[config.mk]
export PLATFORM = sky130hd
export DESIGN_NAME = hu_audiodec_dma64_rd_unpack
export DESIGN_NICKNAME = d
export VERILOG_FILES = /design/src/rtl/hu_audiodec_dma64_rd_unpack.sv
export SDC_FILE = /design/constraint.sdc
export NUM_CORES = 1
export LEC_CHECK = 0
export ABC_CLOCK_PERIOD_IN_PS = 10400
export CORE_MARGIN = 8
export CORE_UTILIZATION = 59
export DETAILED_ROUTE_END_ITERATION = 8
export GPL_ROUTABILITY_DRIVEN = 0
export PLACE_DENSITY = 0.86
export RECOVER_POWER = 50
export SLEW_MARGIN = 10
export SYNTH_ARGS = -nofsm -noshare
export SYNTH_HDL_FRONTEND = slang
export SYNTH_SLANG_ARGS = --single-unit
[constraint.sdc]
create_clock -name clk -period 10.4 [get_ports clk]
set_clock_uncertainty 0.05 [all_clocks]
set_input_delay 1.56 -clock clk [delete_from_list [all_inputs] [get_ports clk]]
set_output_delay 1.56 -clock clk [all_outputs]
set_load 0.01 [all_outputs]
[src/rtl/hu_audiodec_dma64_rd_unpack.sv]
// Read-side DMA front end for the audio decoder.
// Issues one 64-bit DMA read per command and unpacks the beats into 32-bit words, low half first.
module hu_audiodec_dma64_rd_unpack #(
  parameter int FIFO_DEPTH = 4,
  parameter int CNT_W      = 32
) (
  input  logic             clk,
  input  logic             rst,
  input  logic             cmd_valid,
  output logic             cmd_ready,
  input  logic [31:0]      cmd_index,
  input  logic [CNT_W-1:0] cmd_words,
  output logic             dma_read_ctrl_valid,
  input  logic             dma_read_ctrl_ready,
  output logic [31:0]      dma_read_ctrl_data_index,
  output logic [31:0]      dma_read_ctrl_data_length,
  output logic [2:0]       dma_read_ctrl_data_size,
  input  logic             dma_read_chnl_valid,
  output logic             dma_read_chnl_ready,
  input  logic [63:0]      dma_read_chnl_data,
  output logic             out_valid,
  input  logic             out_ready,
  output logic [31:0]      out_data,
  output logic             out_last,
  output logic             busy,
  output logic             done
);

  localparam int AW = $clog2(FIFO_DEPTH);

  localparam logic [1:0] S_IDLE = 2'd0;
  localparam logic [1:0] S_ZERO = 2'd1;
  localparam logic [1:0] S_REQ  = 2'd2;
  localparam logic [1:0] S_XFER = 2'd3;

  logic [1:0]       state;
  logic [31:0]      index_q;
  logic [CNT_W-1:0] words_rem;
  logic [CNT_W-1:0] beats_rem;
  logic             half;
  logic             done_q;

  logic [63:0]      mem [FIFO_DEPTH];
  logic [AW-1:0]    wr_ptr;
  logic [AW-1:0]    rd_ptr;
  logic [AW:0]      count;

  logic [CNT_W:0]   beats_sum;
  logic             fifo_full;
  logic             fifo_empty;
  logic             cmd_hs;
  logic             push;
  logic             pop;
  logic             out_hs;
  logic             last_word;

  // Extra bit keeps the round-up from wrapping when cmd_words is all ones.
  assign beats_sum  = {1'b0, cmd_words} + {{CNT_W{1'b0}}, 1'b1};

  assign fifo_full  = (count == (AW+1)'(FIFO_DEPTH));
  assign fifo_empty = (count == '0);
  assign last_word  = (words_rem == CNT_W'(1));

  assign cmd_ready  = (state == S_IDLE);
  assign cmd_hs     = cmd_valid & cmd_ready;

  assign dma_read_ctrl_valid       = (state == S_REQ);
  assign dma_read_ctrl_data_index  = dma_read_ctrl_valid ? index_q : 32'd0;
  assign dma_read_ctrl_data_length = dma_read_ctrl_valid ? 32'(beats_rem) : 32'd0;
  assign dma_read_ctrl_data_size   = dma_read_ctrl_valid ? 3'b011 : 3'b000;

  assign dma_read_chnl_ready = (state == S_XFER) & ~fifo_full & (beats_rem != '0);
  assign push                = dma_read_chnl_valid & dma_read_chnl_ready;

  // FIFO storage is not reset, so the word is masked whenever nothing is valid.
  assign out_valid = (state == S_XFER) & ~fifo_empty;
  assign out_data  = !out_valid ? 32'd0 :
                     half       ? mem[rd_ptr][63:32] : mem[rd_ptr][31:0];
  assign out_last  = out_valid & last_word;
  assign out_hs    = out_valid & out_ready;
  assign pop       = out_hs & (last_word | half);

  assign busy = (state != S_IDLE);
  assign done = (state == S_ZERO) | done_q;

  always_ff @(posedge clk or negedge rst) begin
    if (!rst) begin
      state     <= S_IDLE;
      index_q   <= '0;
      words_rem <= '0;
      beats_rem <= '0;
      half      <= 1'b0;
      done_q    <= 1'b0;
    end else begin
      done_q <= 1'b0;
      case (state)
        S_IDLE: begin
          if (cmd_hs) begin
            index_q   <= cmd_index;
            words_rem <= cmd_words;
            beats_rem <= beats_sum[CNT_W:1];
            half      <= 1'b0;
            state     <= (cmd_words == '0) ? S_ZERO : S_REQ;
          end
        end
        S_ZERO: state <= S_IDLE;
        S_REQ: begin
          if (dma_read_ctrl_ready) state <= S_XFER;
        end
        S_XFER: begin
          if (push) beats_rem <= beats_rem - CNT_W'(1);
          if (out_hs) begin
            words_rem <= words_rem - CNT_W'(1);
            if (last_word) begin
              half   <= 1'b0;
              done_q <= 1'b1;
              state  <= S_IDLE;
            end else begin
              half <= ~half;
            end
          end
        end
        default: state <= S_IDLE;
      endcase
    end
  end

  always_ff @(posedge clk or negedge rst) begin
    if (!rst) begin
      wr_ptr <= '0;
      rd_ptr <= '0;
      count  <= '0;
    end else begin
      if (push) wr_ptr <= wr_ptr + AW'(1);
      if (pop)  rd_ptr <= rd_ptr + AW'(1);
      case ({push, pop})
        2'b10:   count <= count + (AW+1)'(1);
        2'b01:   count <= count - (AW+1)'(1);
        default: count <= count;
      endcase
    end
  end

  always_ff @(posedge clk) begin
    if (push) mem[wr_ptr] <= dma_read_chnl_data;
  end

endmodule

After elaboration in Yosys (flattened, before gate mapping)
Memory sizes are Yosys's and may differ from the RTL's.
Index checks and enable logic that the tools add are counted.
Operators by class
  reduce and logical (&&, ||, !) cells: 11
  mux-type cells: 27
  $add $sub $neg: 7
  equality and inequality tests: 12
  bitwise gates (word level): 13
Operators by type and width (number)
  $mux 32: 8
  $pmux 32 s2: 2
  $sub 32x1->32 const B: 2
  $add 32x1->33 const B: 1
  $eq 32x1->1 const B: 1
  $logic_not 32->1: 1
  $reduce_bool 32->1: 1
  $mux 2: 6
  $and 1x1->1: 8
  $mux 1: 8
  $pmux 2 s4: 1
  $eq 2x2->1 const B: 3
  $ne 2x2->1 const B: 3
  $pmux 3 s2: 1
  $reduce_and 3->1: 2
  $reduce_bool 2->1: 3
  $add 2x1->2 const B: 2
  $eq 2x1->1 const B: 2
  $ne 2x1->1 const B: 2
  $reduce_and 4->1: 1
  $add 3x1->3 const B: 1
  $eq 3x3->1 const B: 1
  $logic_not 3->1: 1
  $not 1->1: 3
  other kinds (5): 6
Storage, ports and cells
  output and inout port bits: 106
  memories kept: 1
  word-level logic and storage cells: 80
  flip-flop bits (word level): 107
  bits in writable memories: 256
Memories
  mem: words 4, width 64, rd ports 1, clocked after memory_dff 0, wr ports 1, RTL line 43  | logic [63:0] mem [FIFO_DEPTH];

Depth between registers and ports, before layout
Gate-level depths: netlist of run 1.
  word-level depth: 7
  depth in mapped cells: 13

Worst setup path after synthesis of run 1
Ideal clock, no wire load.
  path kind: input to register
  start point: input dma_read_chnl_valid
  end point: memory mem[0][0], enable pin
  required time: 9.921 ns
  cell stages on the path: 4
  slack: 6.363 ns
  data arrival time: 3.558 ns
  library setup time: 0.429 ns
  cell sequence: nor3b_1 -> o31a_1 -> buf_2 -> and2_1
Between the ends
  cells in the longest elaborated chain, start to end: 3
Ends and longest elaborated chain
  start: declaration: RTL line 18  | input logic dma_read_chnl_valid,
  $and 1x1->1: RTL line 73  | assign push = dma_read_chnl_valid & dma_read_chnl_ready;
  $mux 1: RTL line 145  | if (push) mem[wr_ptr] <= dma_read_chnl_data;
  $mux 1 (implied by the code): RTL line 145
  end: declaration: RTL line 43
No other way between the ends.

==> qor.csv, run 1 <==
metric,value,unit
CTS tree,yes,
most frequent cells in the layout,"edfxtp_1, nand2_1, clkdlybuf4s50_1",
Achievable Freq,0.1602,GHz
post-CTS setup buffers,0,
"Slew Viols, Final",182,
placed cell area,19300,um2
R2R Path Start,state[0],
most common cell type on the critical path,clkbuf_1,
worst hold start,index_q[21],
number of synthesized flops with an enable pin,256,
Core ar.,27780,um2
failing checks,"max-capacitance violations, max-slew violations",
Reg-to-Reg End,words_rem[27],
Worst Setup End Kind,asynchronous set/reset pin,
cells on worst reg2reg path,9,
Final Setup Violations,0,
DR iter-0 viols,1237,
P_int,3.405,mW
register share of total power,42.4,%
combinational share of power,32.7,%
"Core Util, Final",73.62,%
pwr/cell area,251.4,nW/um2
Sink Count,363,
worst slew pin tran,3.961,ns
post-route cell area,20450,um2
Final WS setup,4.159,ns
largest net degree at the start of global routing,111,
critical path depth in cells,2,
layout cells sized above 1,9.675,%
vias in the first global route,11870,
max incr delay on CP,2.86,ns
CP Max Fanout,73,
WL/cell,22.71,um
DP Wirelength,27070,um
Power Total,5.141,mW
num ports,240,
Arrival @ worst endpoint,5.90,ns
Synth warnings,0,
Top delay family on crit path,buffers and inverters,
pre-CTS setup slack,5.804,ns
area grow syn2layout,23.14,%
gr ovfl total,0,
# DRC,0,
H-tree Lvls,2,
Layout Nets,1687,
hold_buf cts,0,
Final Hold Viols,0,
kind of critical path,input pin to asynchronous set/reset pin,
Resized cells post-CTS,0,
Routed Antenna Nets,0,
switching pwr,1.736,mW
Hold Crit Endpoint,index_q[21],
Routed Wire Length,44350,um
"Seq/Total Area, Yosys",62.40,%
Die ar.,33780,um2
std cell rows,61,
"Avg Cell Area, Syn",12.47,um2
Hold Crit Depth,2,
fraction of registers with async set/reset,29.48,%
Die X,183.8,um
first-pass GRT wire length,67360,um
CTS buffer count,37,
switching share of power,33.77,%
Synth Flop Type,edfxtp_1,
clock tree buffer depth,3,
Pre-antenna DRT Iters,7,
PortBufs,238,
syn_nets,1477,
Worst EP required,10.06,ns
clock share of power,24.9,%
Worst VDD drop,0.2172,mV
via/cell ratio,6.233,
RSZ-0062 raised after global routing,false,
Root Driver,clkbuf_16,
leak pwr,7.287,nW
Period minus WS final,6.241,ns
initial core utilization,59.79,%
post-synthesis cell area,16610,um2
max-cap viol count,4,
crit path cell chain,"clkbuf_1, clkbuf_1",
synthesized flop and latch total,363,
"most common cell after layout, fill and taps aside",edfxtp_1,
Startpoint Class,input pin,
period utilisation layout,60.01,%
Slew HR,-164.1,%
Hold Slack,0.4129,ns
Yosys cell types,61,
Mapped Cells,1332,
routed via count,12170,
Worst path slowest cell,clkbuf_1,
outcome,"complete, but fails checks",
"Buf+Inv Stages, Crit Path",2,
initial antenna violation count,11,
CTS clock-pin slew for the worst setup and hold paths,0.06,ns
Hold Path Class,register to register,
Final Instance Count excl. Fillers,1953,
placed cells,1881,
Skew-Pair Late Insertion Delay,0.55,ns
TNS Setup,0,ns
Die Y-Extent,183.8,um
FF-to-FF setup slack,5.57,ns
total track usage,25.73,%
-- flip-flops by register name, indices dropped and copies added (netlist names) --
signal	count
mem	256
beats_rem	32
index_q	32
words_rem	32
count	3
rd_ptr	2
state	2
wr_ptr	2
done_q	1
half	1
-- cell usage after synthesis (7+ instances only) --
cell       count  area share [%]
nand2_1      225             5.1
nand4_1       14            0.53
o31ai_1        7            0.32
and2_1        66             2.5
clkbuf_1      67             1.5
o22a_1         8            0.42
nor3_1        28            0.84
buf_1          9            0.20
or3_1          9            0.34
a2bb2oi_1      8            0.42
dfrtp_1      107              16
nor2_1        57             1.3
ha_1          10            0.75
a21oi_1       96             2.9
o21ai_0       60             1.8
or4_1         15            0.68
xor2_1         8            0.42
inv_1         21            0.47
nand3_1       33            0.99
mux4_2        64             8.7
edfxtp_1     256              46
nor4_1        27             1.0
buf_2          8            0.24
xnor2_1       25             1.3
o22ai_1       16            0.60
-- final cells by class --
class	count	area, um2
Antenna cell	4	10.01
Clock buffer	47	963.4
Clock inverter	21	197.7
Fill cell	1776	7328
Inverter	21	78.83
Multi-Input combinational cell	861	5846
Sequential cell	363	10370
Tap cell	378	473.0
Timing Repair Buffer	258	2515
-- worst register-to-register path: stages, from the launching register on --
cell	delay [ns]
dfrtp_1	0.54
and2_2	0.28
buf_4	0.43
o31ai_4	0.16
clkbuf_1	1.50
inv_1	0.33
nand2_1	0.30
nand2_1	0.54
a311oi_1	0.47
a21oi_1	0.07
-- metal layers --
layer	GRT usage (%)	wire length, um	share of wire (%)	vias up
li1	-	-	-	5417
met1	32.46	16220	37	5926
met4	8.712	1261	2.8	12
met2	43.48	22140	50	705
met3	5.988	4651	10	114
met5	0	71	0.16	-
-- worst max-delay path by stage --
stage | startpoint | to | slack (ns)
floorplan | dma_read_chnl_valid | mem[0][0] | 6.36
global placement | cmd_words[12] | beats_rem[24] | 5.85
detailed placement | state[0] | out_data[28] | 5.80
CTS | state[0] | out_data[11] | 5.18
global route | rst | index_q[6] | 2.98
finish | rst | index_q[10] | 4.16
-- power by group through the flow --
stage	Clock [mW]	Combinational [mW]	Sequential (mW)
floorplan	0	1.10	2.08
global placement	0	1.62	2.16
detailed placement	0	1.65	2.20
CTS	1.30	1.69	2.18
global route	1.36	1.81	2.22
finish	1.28	1.68	2.18
-- kinds of logic (layout without fill, tap and decap cells) --
family | Yosys count | after routing | synth area share (%)
DFF | 363 | 363 | 62.40
xor gates and xnor gates | 33 | 33 | 1.740
adders and majority gates | 11 | 11 | 0.8738
buffers and inverters | 108 | 347 | 2.569
muxes | 65 | 65 | 8.738
AOI/OAI and AO/OA | 242 | 242 | 8.753
other | 1 | 5 | 0.02258
and+or+nand+nor | 509 | 509 | 14.90
No activity file was read; power rests on OpenSTA's default activity.
==> run 2: changes to the inputs <==
--- a/config.mk
+++ b/config.mk
@@ -5,12 +5,12 @@
 export SDC_FILE = /design/constraint.sdc
 export NUM_CORES = 1
 export LEC_CHECK = 0
-export ABC_CLOCK_PERIOD_IN_PS = 10400
+export ABC_CLOCK_PERIOD_IN_PS = 6200
 export CORE_MARGIN = 8
-export CORE_UTILIZATION = 59
+export CORE_UTILIZATION = 55
 export DETAILED_ROUTE_END_ITERATION = 8
 export GPL_ROUTABILITY_DRIVEN = 0
-export PLACE_DENSITY = 0.86
+export PLACE_DENSITY = 0.81
 export RECOVER_POWER = 50
 export SLEW_MARGIN = 10
 export SYNTH_ARGS = -nofsm -noshare
==> constraint.sdc (replaced) <==
create_clock -name clk -period 6.2 [get_ports clk]
set_clock_uncertainty 0.05 [all_clocks]
set_input_delay 0.93 -clock clk [delete_from_list [all_inputs] [get_ports clk]]
set_output_delay 0.93 -clock clk [all_outputs]
set_load 0.01 [all_outputs]
==> run 2 against run 1 <==
Against the previous run:
- the run still ends with max-capacitance violations, max-slew violations left
- combinational power rose by 62%
- final cell count rose by 0.51%
- power up 67%
- clock power up 68%
- worst setup slack lost 2.8 ns
- wire length is 3.7% lower
- worst hold slack is essentially flat
- global-route usage fell by 2.5 points
- sequential cell count unchanged
- count of clock-buffer cells in the layout unchanged
- critical path type is now register to primary output
==> qor.csv, run 2 (same netlist as run 1, synthesis figures left out) <==
metric,value,unit
Sink Count,363,
total track usage,23.25,%
Final WS setup,1.367,ns
Worst path slowest cell,clkbuf_1,
Pre-antenna DRT Iters,5,
Worst VDD drop,0.3540,mV
P_int,5.712,mW
layout cells sized above 1,9.751,%
combinational share of power,31.8,%
num ports,240,
Achievable Freq,0.2069,GHz
initial core utilization,55.89,%
most flop-heavy register,mem,
Root Driver,clkbuf_16,
Layout Nets,1687,
H-tree Lvls,2,
"most common cell after layout, fill and taps aside",edfxtp_1,
FF-to-FF setup slack,1.39,ns
Die X,189.8,um
post-route cell area,20470,um2
RSZ-0062 raised after global routing,false,
vias in the first global route,11900,
"Slew Viols, Final",179,
switching pwr,2.853,mW
Filler cells,2015,
kind of critical path,register to primary output,
worst hold start,index_q[25],
DP Wirelength,27810,um
max-cap viol count,4,
# DRC,0,
period utilisation layout,77.96,%
Resized cells post-CTS,0,
Die ar.,36020,um2
worst slew pin tran,3.638,ns
CP Max Fanout,34,
DR iter-0 viols,1054,
Reg-to-Reg End,words_rem[4],
CTS buffer count,38,
area grow syn2layout,23.26,%
WL/cell,21.76,um
via/cell ratio,6.097,
routed via count,11970,
Final Hold Viols,0,
R2R Path Start,state[0],
crit path cell chain,"and2_0, o31ai_4, clkbuf_1, a21oi_1, clkdlybuf4s50_1",
switching share of power,33.31,%
Period minus WS final,4.833,ns
post-CTS setup buffers,0,
PortBufs,238,
Slew HR,-142.6,%
TNS Setup,0,ns
CTS clock-pin slew for the worst setup and hold paths,0.06,ns
Core ar.,29720,um2
Die Y-Extent,189.8,um
failing checks,"max-capacitance violations, max-slew violations",
cells on worst reg2reg path,8,
most frequent cells in the layout,"edfxtp_1, nand2_1, clkdlybuf4s50_1",
max reg flops,256,
Startpoint Class,register,
Skew-Pair Late Insertion Delay,0.53,ns
outcome,"complete, but fails checks",
leak pwr,7.279,nW
Arrival @ worst endpoint,3.85,ns
pwr/cell area,418.3,nW/um2
clock share of power,25.1,%
Hold Crit Depth,2,
initial antenna violation count,7,
Routed Wire Length,42720,um
clock tree buffer depth,3,
max incr delay on CP,1.45,ns
Hold Path Class,register to register,
register share of total power,43.1,%
first-pass GRT wire length,66590,um
largest net degree at the start of global routing,110,
Final Setup Violations,0,
Worst EP required,5.22,ns
CTS tree,yes,
std cell rows,63,
pre-CTS setup slack,2.287,ns
Routed Antenna Nets,0,
hold_buf cts,0,
Hold Slack,0.4130,ns
gr ovfl total,0,
Worst Setup End Kind,primary output,
placed cell area,19320,um2
Hold Crit Endpoint,index_q[25],
[run 2: cell count changes in the layout (fill, tap and decap cells not counted), sizes merged]
cell | before | now
clkinvlp | 0 | 2
buf | 17 | 15
clkdlybuf4s50 | 171 | 172
clkbuf | 51 | 52
inv | 22 | 23
bufinv | 2 | 1
clkinv | 18 | 15
dlygate4sd3 | 66 | 65
[run 2: metal layers]
| metal | GRT usage, % | vias to the layer above | share of wire [%] |
|---|---|---|---|
| met5 | 0 | - | 0.084 |
| met4 | 7.066 | 6 | 2.5 |
| met3 | 5.328 | 92 | 9.2 |
| met2 | 37.44 | 627 | 48 |
| met1 | 31.30 | 5839 | 40 |
| li1 | - | 5405 | - |
[run 2: power by group through the flow]
stage	combinational (mW)	clock (mW)	sequential, mW
floorplan	1.84	0	3.48
global placement	2.68	0	3.68
detailed placement	2.74	0	3.73
CTS	2.77	2.19	3.69
global route	2.97	2.30	3.76
finish	2.73	2.15	3.69
[run 2: metrics by stage]
step	util, %	total power [mW]	std cells
floorplan	-	5.322	1332
global placement	65.00	6.366	1892
detailed placement	65.00	6.470	1892
CTS	68.95	8.645	1959
global route	68.89	9.029	1963
finish	68.89	8.565	1963
[run 2: worst max path at each step]
stage	slack, ns	startpoint	endpoint	cells after the start
6_report	1.37	state[0]	out_data[19]	5
5_1_grt	0.98	state[0]	words_rem[4]	8
4_1_cts	1.79	beats_rem[0]	dma_read_chnl_ready	8
3_5_place_dp	2.29	cmd_words[12]	beats_rem[24]	7
3_3_place_gp	2.35	dma_read_chnl_valid	mem[2][41]	5
2_1_floorplan	2.66	beats_rem[0]	mem[0][0]	7
[run 2: worst max-delay path: cells and delay by family (launching register included)]
kind                   cells  cell delay, ns
AND/OR/NAND/NOR            1            0.31
buffers and inverters      2            2.05
flip-flops                 1            0.56
AO/OA/AOI/OAI              2            0.38
[run 2: cell type report]
class | instances | area, um2 | share of cell area (%)
sequential | 363 | 10370 | 50.65
multi-input combinational | 861 | 5849 | 28.57
timing repair buffer | 257 | 2505 | 12.23
clock buffer | 47 | 1005 | 4.907
tap | 390 | 488.0 | 2.383
clock inverter | 20 | 167.7 | 0.8189
inverter | 21 | 78.83 | 0.3850
antenna | 4 | 10.01 | 0.04889
==> run 3: changes to the inputs <==
--- a/config.mk
+++ b/config.mk
@@ -5,12 +5,12 @@
 export SDC_FILE = /design/constraint.sdc
 export NUM_CORES = 1
 export LEC_CHECK = 0
-export ABC_CLOCK_PERIOD_IN_PS = 6200
+export ABC_CLOCK_PERIOD_IN_PS = 3900
 export CORE_MARGIN = 8
-export CORE_UTILIZATION = 55
+export CORE_UTILIZATION = 50
 export DETAILED_ROUTE_END_ITERATION = 8
 export GPL_ROUTABILITY_DRIVEN = 0
-export PLACE_DENSITY = 0.81
+export PLACE_DENSITY = 0.77
 export RECOVER_POWER = 50
 export SLEW_MARGIN = 10
 export SYNTH_ARGS = -nofsm -noshare
==> constraint.sdc (replaced) <==
create_clock -name clk -period 3.9 [get_ports clk]
set_clock_uncertainty 0.05 [all_clocks]
set_input_delay 0.585 -clock clk [delete_from_list [all_inputs] [get_ports clk]]
set_output_delay 0.585 -clock clk [all_outputs]
set_load 0.01 [all_outputs]
==> run 3 against run 2 <==
Against the previous run:
- the run still ends with max-capacitance violations, max-slew violations left
- non-clock buffer count grew 6
- die area grew 9.1%
- sequential share of layout area shrank 0.51 points
- sequential power grew 57%
- via count shrank 0.67%
- power grew 61%
- register-to-register slack lost 0.97 ns
- worst hold slack gained 0.0015 ns
- critical endpoint is now dma_read_chnl_ready
- highest routed layer unchanged
==> qor.csv, run 3 (same netlist as run 1, synthesis figures left out) <==
metric,value,unit
worst hold start,index_q[24],
post-CTS setup buffers,0,
failing checks,"max-capacitance violations, max-slew violations",
R2R Path Start,beats_rem[1],
first-pass GRT wire length,65490,um
kind of critical path,register to primary output,
gr ovfl total,0,
Core ar.,32620,um2
routed via count,11890,
Power Total,13.76,mW
Worst VDD drop,0.4400,mV
CTS tree,yes,
Skew-Pair Late Insertion Delay,0.52,ns
Hold Crit Depth,2,
clock tree buffer depth,3,
Achievable Freq,0.2642,GHz
Reg-to-Reg End,count[2],
Worst Setup End Kind,primary output,
most flop-heavy register,mem,
Slew HR,-14.71,%
CTS clock-pin slew for the worst setup and hold paths,0.06,ns
Die Y-Extent,198.3,um
"most common cell after layout, fill and taps aside",edfxtp_1,
std cell rows,66,
initial core utilization,50.92,%
Sink Count,363,
max incr delay on CP,0.58,ns
hold_buf cts,0,
initial antenna violation count,6,
num ports,240,
max reg flops,256,
max-cap viol count,3,
crit path cell chain,"inv_1, ha_1, or3b_2, or4_4, or2_2, nor2_1, nor3_1, clkdlybuf4s15_1",
DR iter-0 viols,924,
Period minus WS final,3.785,ns
RSZ-0062 raised after global routing,false,
Die ar.,39310,um2
total track usage,21.22,%
H-tree Lvls,2,
Routed Antenna Nets,0,
cells on worst reg2reg path,12,
Routed Wire Length,42730,um
DP Wirelength,27700,um
layout cells sized above 1,10.22,%
Arrival @ worst endpoint,3.15,ns
Final Hold Viols,0,
Pre-antenna DRT Iters,7,
Root Driver,clkbuf_16,
largest net degree at the start of global routing,110,
leak pwr,7.368,nW
CP Max Fanout,5,
Startpoint Class,register,
Worst EP required,3.26,ns
most frequent cells in the layout,"edfxtp_1, nand2_1, clkdlybuf4s50_1",
FF-to-FF setup slack,0.42,ns
Layout Nets,1694,
crit path launch,beats_rem[1],
Hold Path Class,register to register,
Hold Crit Endpoint,index_q[24],
area grow syn2layout,24.51,%
CTS buffer count,39,
outcome,"complete, but fails checks",
Final Setup Violations,0,
pwr/cell area,665.5,nW/um2
"Slew Viols, Final",129,
Worst path slowest cell,or4_4,
vias in the first global route,11800,
worst slew pin tran,1.721,ns
TNS Setup,0,ns
period utilisation layout,97.05,%
PortBufs,238,
WL/cell,21.16,um
Die X,198.3,um
# DRC,0,
via/cell ratio,5.889,
## run 3: cell types whose count changed in the layout (fill, tap and decap cells not counted), moves of 3 or more
cell	previous run	this run
diode_2	4	1
buf_12	0	7
clkdlybuf4s50_1	172	166
clkbuf_1	11	17
clkinv_1	8	3
dlygate4sd3_1	65	70
## run 3: worst max path at each step
stage | endpoint | slack (ns) | cells past startpoint
after floorplan | mem[0][0] | 0.36 | 7
after global placement | dma_read_chnl_ready | 0.44 | 8
after detailed placement | dma_read_chnl_ready | 0.37 | 8
after CTS | dma_read_chnl_ready | 0.04 | 8
after global routing | dma_read_chnl_ready | 0.01 | 8
final | dma_read_chnl_ready | 0.12 | 8
## run 3: metrics by stage
step | instance area [um2] | worst slack, ns | instances | util [%] | hold slack, ns
floorplan | 16610 | 0.3618 | 1332 | - | 0.2394
global placement | 19510 | 0.4379 | 1950 | 59.81 | 0.3984
detailed placement | 19510 | 0.3739 | 1950 | 59.81 | 0.4047
CTS | 20700 | 0.04319 | 2018 | 63.45 | 0.1579
global route | 20680 | 0.01217 | 2019 | 63.40 | 0.4389
finish | 20680 | 0.1150 | 2019 | 63.40 | 0.4146
## run 3: power by group
part | internal [mW] | leakage (nW) | total [mW] | switching, mW
Sequential | 5.08 | 3.63 | 5.81 | 0.730
Combinational | 2.14 | 3.16 | 4.46 | 2.31
Clock | 2.02 | 0.582 | 3.49 | 1.47
## run 3: worst max-delay path: cells and delay by family, from the launching register on
kind | cells | cell delay [ns]
adders and majority gates | 1 | 0.21
buffers and inverters | 2 | 0.39
DFF | 1 | 0.39
and+or+nand+nor | 5 | 1.64
## run 3: metal layers
layer	wire length, um	GRT usage (%)	vias to the layer above
met5	65	0	-
met4	981	6.527	10
met3	3480	4.550	80
met2	21330	35.96	513
met1	16870	27.08	5876
li1	-	-	5410
## run 3: repair_timing
action / 4_1_cts / 5_1_grt
resized for setup: 1 / 3
setup endpoints to repair: 1 / 1
hold endpoints to repair: 0 / 0
## run 3: cell type report
cell class	count	area, um2
sequential	363	10370
clock buffer	55	1056
tap	442	553.0
timing repair buffer	263	2639
multi-input combinational	861	5848
antenna	1	2.502
fill	2410	11940
clock inverter	13	133.9
inverter	21	78.83
